[config.mk]
export PLATFORM = sky130hd
export DESIGN_NAME = lfsr_rand_sampler
export DESIGN_NICKNAME = d
export VERILOG_FILES = /design/src/rtl/rand_pkg.sv /design/src/rtl/urem_seq.sv /design/src/rtl/lfsr_rand_sampler.sv
export SDC_FILE = /design/constraint.sdc
export NUM_CORES = 1
export LEC_CHECK = 0
export BUFFER_PORTS_ARGS = -buffer_cell sky130_fd_sc_hd__buf_2
export CAP_MARGIN = 20
export CORE_AREA = 2 2 58 114
export DETAILED_ROUTE_END_ITERATION = 10
export DIE_AREA = 0 0 60 116
export PLACE_DENSITY = 0.67
export SLEW_MARGIN = 10
export SYNTH_ARGS = -nofsm -noshare
export SYNTH_HDL_FRONTEND = slang
export SYNTH_HIERARCHICAL = 1
export SYNTH_SLANG_ARGS = --single-unit
[constraint.sdc]
create_clock -name clk_i -period 2.59 [get_ports clk_i]
set_input_delay 0.1295 -clock clk_i [delete_from_list [all_inputs] [get_ports clk_i]]
set_output_delay 0.1295 -clock clk_i [all_outputs]
set_load 0.1 [all_outputs]
[src/rtl/rand_pkg.sv]
// Shared state encoding and parameter helpers for the LFSR-driven uniform sampler.
// Pure declarations; no logic, no latency, no flow control.
package rand_pkg;

  typedef enum logic [1:0] {
    FILL    = 2'd0,
    CHECK   = 2'd1,
    REDUCE  = 2'd2,
    PRESENT = 2'd3
  } state_e;

  // Largest multiple of range that fits in width bits; words at or above it are biased.
  function automatic int unsigned calc_limit(input int unsigned width, input int unsigned range);
    return ((32'd1 << width) / range) * range;
  endfunction

  function automatic bit params_ok(input int unsigned width, input int unsigned range);
    return (width >= 2) && (width <= 16) && (range >= 2) && (range <= (32'd1 << width));
  endfunction

endpackage

[src/rtl/urem_seq.sv]
// Sequential restoring remainder: dividend_i % DIVISOR, one quotient bit per cycle.
// Latency WIDTH cycles after start_i; done_o/rem_o are valid in the last step cycle.
// No backpressure: the caller must capture rem_o on the edge where done_o is high.
module urem_seq #(
  parameter int unsigned WIDTH   = 8,
  parameter int unsigned DIVISOR = 100
) (
  input  logic             clk_i,
  input  logic             rst_i,
  input  logic             start_i,
  input  logic [WIDTH-1:0] dividend_i,
  output logic             done_o,
  output logic [WIDTH-1:0] rem_o
);

  localparam int unsigned CW = $clog2(WIDTH + 1);
  localparam logic [WIDTH:0] DIV_W = (WIDTH + 1)'(DIVISOR);

  logic [CW-1:0]    cnt_q, cnt_d;
  logic [WIDTH-1:0] rem_q, rem_d;
  logic [WIDTH-1:0] dvd_q, dvd_d;
  logic [WIDTH:0]   trial;
  logic             fits;
  logic [WIDTH-1:0] rem_step;

  // rem_q < DIVISOR <= 2^WIDTH, so trial never exceeds WIDTH+1 bits.
  always_comb begin
    trial    = {rem_q, dvd_q[WIDTH-1]};
    fits     = (trial >= DIV_W);
    rem_step = fits ? WIDTH'(trial - DIV_W) : trial[WIDTH-1:0];
    cnt_d    = cnt_q;
    rem_d    = rem_q;
    dvd_d    = dvd_q;
    if (start_i) begin
      cnt_d = CW'(WIDTH);
      rem_d = '0;
      dvd_d = dividend_i;
    end else if (cnt_q != '0) begin
      cnt_d = cnt_q - 1'b1;
      rem_d = rem_step;
      dvd_d = {dvd_q[WIDTH-2:0], 1'b0};
    end
  end

  assign done_o = (cnt_q == CW'(1));
  assign rem_o  = rem_step;

  always_ff @(posedge clk_i or posedge rst_i) begin
    if (rst_i) begin
      cnt_q <= '0;
      rem_q <= '0;
      dvd_q <= '0;
    end else begin
      cnt_q <= cnt_d;
      rem_q <= rem_d;
      dvd_q <= dvd_d;
    end
  end

endmodule

[src/rtl/lfsr_rand_sampler.sv]
// Turns an LFSR bit stream into unbiased integers in [0, RANGE) via rejection sampling.
// Latency 2*WIDTH+1 edges from FILL to out_valid_o; each rejected word adds WIDTH+1.
// Holds out_data_o until out_ready_i; the LFSR is stalled (lfsr_en_o=0) meanwhile.
module lfsr_rand_sampler
  import rand_pkg::*;
#(
  parameter int unsigned WIDTH = 8,
  parameter int unsigned RANGE = 100
) (
  input  logic             clk_i,
  input  logic             rst_i,
  input  logic             en_i,
  input  logic             bit_i,
  output logic             lfsr_en_o,
  output logic             out_valid_o,
  input  logic             out_ready_i,
  output logic [WIDTH-1:0] out_data_o,
  output logic [7:0]       reject_cnt_o
);

  localparam int unsigned   LIMIT    = calc_limit(WIDTH, RANGE);
  localparam int unsigned   CW       = $clog2(WIDTH + 1);
  localparam logic [WIDTH:0] LIMIT_W = (WIDTH + 1)'(LIMIT);
  localparam logic [CW-1:0] LAST_BIT = CW'(WIDTH - 1);

  if (!params_ok(WIDTH, RANGE)) begin : g_bad_params
    $error("lfsr_rand_sampler: requires 2<=WIDTH<=16 and 2<=RANGE<=2**WIDTH");
  end

  state_e           state_q, state_d;
  logic [CW-1:0]    cnt_q, cnt_d;
  logic [WIDTH-1:0] word_q, word_d;
  logic [7:0]       rej_q, rej_d;
  logic             valid_q, valid_d;
  logic [WIDTH-1:0] data_q, data_d;
  logic             shift_en;
  logic             reject;
  logic             urem_start;
  logic             urem_done;
  logic [WIDTH-1:0] urem_rem;

  // Gated by reset so no LFSR bit is consumed while the word is being discarded.
  assign shift_en   = (state_q == FILL) && en_i && !rst_i;
  assign reject     = ({1'b0, word_q} >= LIMIT_W);
  assign urem_start = (state_q == CHECK) && !reject;

  urem_seq #(
    .WIDTH  (WIDTH),
    .DIVISOR(RANGE)
  ) u_urem (
    .clk_i     (clk_i),
    .rst_i     (rst_i),
    .start_i   (urem_start),
    .dividend_i(word_q),
    .done_o    (urem_done),
    .rem_o     (urem_rem)
  );

  always_comb begin
    state_d = state_q;
    cnt_d   = cnt_q;
    word_d  = word_q;
    rej_d   = rej_q;
    valid_d = valid_q;
    data_d  = data_q;
    unique case (state_q)
      FILL: begin
        if (shift_en) begin
          word_d = {word_q[WIDTH-2:0], bit_i};
          cnt_d  = cnt_q + 1'b1;
          if (cnt_q == LAST_BIT) state_d = CHECK;
        end
      end
      CHECK: begin
        cnt_d = '0;
        if (reject) begin
          if (rej_q != 8'hFF) rej_d = rej_q + 8'd1;
          state_d = FILL;
        end else begin
          state_d = REDUCE;
        end
      end
      REDUCE: begin
        if (urem_done) begin
          data_d  = urem_rem;
          valid_d = 1'b1;
          state_d = PRESENT;
        end
      end
      PRESENT: begin
        if (out_ready_i) begin
          valid_d = 1'b0;
          cnt_d   = '0;
          state_d = FILL;
        end
      end
      default: state_d = FILL;
    endcase
  end

  always_ff @(posedge clk_i or posedge rst_i) begin
    if (rst_i) begin
      state_q <= FILL;
      cnt_q   <= '0;
      word_q  <= '0;
      rej_q   <= '0;
      valid_q <= 1'b0;
      data_q  <= '0;
    end else begin
      state_q <= state_d;
      cnt_q   <= cnt_d;
      word_q  <= word_d;
      rej_q   <= rej_d;
      valid_q <= valid_d;
      data_q  <= data_d;
    end
  end

  assign lfsr_en_o    = shift_en;
  assign out_valid_o  = valid_q;
  assign out_data_o   = data_q;
  assign reject_cnt_o = rej_q;

endmodule

# Word level (Yosys, flattened, before mapping)
# Index checks and enable logic that the tools add are counted.
# op_classes
add_sub_neg	4
magnitude_cmp	2
eq_ne	10
muxes	19
reduce_logical	16
# ops
op	n
$mux 8	5
$mux 4	4
$pmux 4 s3	1
$mux 2	5
$ge 9x7->1 const B	1
$reduce_and 3->1	3
$add 8x1->8 const B	1
$ge 8x8->1 const B	1
$ne 8x8->1 const B	1
$pmux 2 s4	1
$sub 8x7->8 const B	1
$add 4x1->4 const B	1
$eq 2x2->1 const B	2
$eq 4x1->1 const B	1
$eq 4x3->1 const B	1
$ne 2x1->1 const B	2
$ne 2x2->1 const B	2
$reduce_and 2->1	2
$reduce_and 4->1	1
$reduce_bool 2->1	2
$reduce_bool 4->1	1
$sub 4x1->4 const B	1
$logic_and 1x1->1	3
$reduce_bool 3->1	1
other kinds (5)	7
# word_totals
regBits	51
in_bits	5
output_inout_bits	18
elab_cells	60

# Longest topological paths before layout
# logic_depth
ltp_word	5
mapped_depth	8
ltp_nobuf	7

# Modules after synthesis
# The synthesis kept the hierarchy.
# modules_own_cells
mod	instances	cells_per_inst	area_per_inst_um2	seq_area_each_um2
lfsr_rand_sampler	1	105	1395.1	775.7
urem_seq	1	132	1267.5	500.5

# Least setup slack after synthesis
# Ideal clock, no wire load.
# synth_timing
path_type	register to register
from	reg rej_q[0] (netlist: reject_cnt_o[0])
to	reg rej_q[1] (netlist: reject_cnt_o[1])
setup_ps	126
arrival_ps	1993
required_time_ps	2464
slack_ps	471
stages_incl_launch_ff	5
path_buffers	0
period_less_slack_ps	2119
path_cell_list	dfrtp_1 -> ha_1 -> nand3_1 -> o211ai_2 -> mux2_2
# synth_via
elab_chain_cells	2
word_cells_on_any_way	3
cone_classes	add/sub (1); eq/ne (1); reduce/logical (1)
# synth_lines
element	line_no	source
from (decl)	lfsr_rand_sampler.sv:33	logic [7:0] rej_q, rej_d;
from (signal assigned)	lfsr_rand_sampler.sv:113	rej_q <= rej_d;
branches (longest 2 deep; another with $add 8x1->8)	--	
# Parallel ways; which one is timed is not known.
# A chain may end at the register's enable or synchronous reset.

==> run metrics <==
Site Rows=40; CP cell instances=or3b_4, nor2_4, buf_2; 1st-iter DRT viols=63; CTS tree=built; clk buf depth=2; Max VDD drop=577.2 uV; distinct cell type count after synthesis=54; M3 GR Usage=2.009%; Syn Area/Cell=11.23 sq um; worst-skew pair later-pin latency=0.29 ns; CTS buffer count=5; dpl hpwl=3.601 mm; top cells by area, synth=dfrtp_1, mux2_2, mux2_4, mux2i_1, nand2_1; Arr. time, crit path=2.09 ns; Die H=116 microns; # Post-CTS Setup Buffers=0; drt wl/cell=14.79 microns; Clock Root Buffer=clkbuf_16; part of the cycle the worst path needs=85.69%; Synth top area share=47.93%; vias=1,784; pwr dens=1325 nW/um^2; H-tree depth=2; status=complete, no violations; post_cts resized=0; number of global-route vias before repair=1,833; Clock Sinks=51; worst min path class=in -> reg; Area Overhead vs Synth=12.03%; Post-synth EDFFs=0; crit path kind=reg -> out; Critical Path Slowest Stage Cell=buf_2; max cap viols=0; CP startpoint kind=flip-flop; minimum clock period=2.219 ns; grt total ovfl=0; Mapped Cells=237; Setup TNS Final=0 ns; crit path buf inv count=1; Syn Nets=248; layout cells sized above 1=25.68%; clock-pin slew on the worst setup and hold paths=0.07 ns; total global-route track usage=16.51%; vias per inst=5.232; DRT Pass-1 Iters=4; Die X=60 microns; count of final hold-check violations=0; Seq/Total Area, Yosys=47.93%; CP max stage delay=0.51 ns; initial antenna violation count=0; Tot Pwr=3.953 mW; initial cell density of the core=43.97%; worst-path fanout max=11; area of the mapped netlist=2663 sq um; commonest non-fill, non-tap cells in the layout=dfrtp_1, buf_2, nand2_1; Layout Cell Area excl Fill=2983 sq um; Critical Path End Type=output pin; fin util=49.26%; Worst Tran Pin Value=0.7816 ns; Max Freq=0.4506 GHz; Routed Antenna Nets=0; largest net degree at the start of global routing=32; drt total wl=5.044 mm; Critical Path RT=2.46 ns; leak pwr=1.382 nW; Synth warnings=6; most common cell after layout, fill and taps aside=dfrtp_1; setup violators final=0; ys async rst share=100.0%; nets=267; worst hold margin=0.06132 ns; area leader, netlist=dfrtp_1; num ports=23; global-route wire length before repair=8.625 mm; IO buf count=22; global routing's busiest layer=met2; largest delay contributor family on the critical path=simple AND/OR/NAND/NOR gates; RSZ-0062 raised after global routing=false; Die ar.=6960 sq um; met1 usage=17.66%; Worst slew margin=47.84%; Diodes inserted=0; Slew Limit Fails=0; ys flop type=dfrtp_1; Core ar.=6056 sq um; routability cong.=0.8274; DRC Markers=0; DP Area=2784 sq um; Seq cells post-synth=51; Worst Skew=0.005351 ns; GR Util met2=30.51%
[sequential cells by signal, indices dropped and copies added (netlist names), named ones only]
signal and flops:
u_urem/dvd_q 8, word_q 8, reject_cnt_o 8, u_urem/cnt_q 4, out_data_o 8, state_q 1
cnt_q 4, out_valid_o 1, u_urem/rem_q 8
[Yosys cell counts (4+ instances only)]
cell      number
xor2_1         5
mux2_2        12
mux2i_1        9
mux2_4         7
xnor2_1        4
inv_1          8
ha_1           6
buf_6          5
nor3_1         6
nand3b_1       4
o21ai_0       12
nand2_1       21
nand3_1        7
a21oi_1        8
nor2_1        16
dfrtp_1       51
[path summary, 6_finish.rpt]
path,startpoint,cells after the start,slack [ns],end
max,flip-flop,3,0.37,lfsr_en_o
min,bit_i,2,0.06,word_q[0]
max reg2reg,u_urem/rem_q[1],6,0.57,out_data_o[4]
min reg2reg,out_data_o[4],1,0.50,out_data_o[4]
max in group asynchronous,rst_i,3,1.53,u_urem/dvd_q[6]
min in group asynchronous,rst_i,4,0.51,out_data_o[7]
[metal layers]
layer  vias up  share of wire [%]
met4         0                2.2
met1       886                 38
met2        21                 57
met5         -                  0
met3         8                1.9
li1        869                  -
[where the power goes]
group	total, mW	internal [mW]	switching, mW
sequential	1.40	1.09	0.318
clock	0.841	0.554	0.287
combinational	1.71	0.627	1.08
total	3.95	2.27	1.68
[area by class of cell]
| class | count | area, sq um |
|---|---|---|
| Fill cell | 573 | 3073 |
| Sequential cell | 51 | 1276 |
| Multi-Input combinational cell | 164 | 1240 |
| Timing Repair Buffer | 26 | 142.6 |
| Clock buffer | 6 | 128.9 |
| Tap cell | 84 | 105.1 |
| Clock inverter | 2 | 60.06 |
| Inverter | 8 | 30.03 |
[repair_timing]
action,CTS,global route
endpoints found under the setup margin,0,0
endpoints found under the hold margin,31,0
hold buffers,1,0
[cell families (layout without fill, tap and decap cells)]
logic type      count (synthesis)  count (layout)  synth area share [%]
simple gates                   81              81                 16.82
flops                          51              51                 47.93
compound gates                 40              40                 11.28
mux                            28              28                 12.41
buf+inv                        22              42                 5.780
xor+xnor                        9               9                 2.960
fa+ha+maj                       6               6                 2.819
[through the flow]
| step | instances | setup slack (ns) |
|---|---|---|
| after global routing | 341 | 0.3272 |
| after detailed placement | 332 | 0.5909 |
| after floorplan | 237 | 0.4711 |
| after CTS | 341 | 0.3800 |
| final | 341 | 0.3706 |
| after global placement | 332 | 0.6292 |
Power figures use the tool's default switching activity.
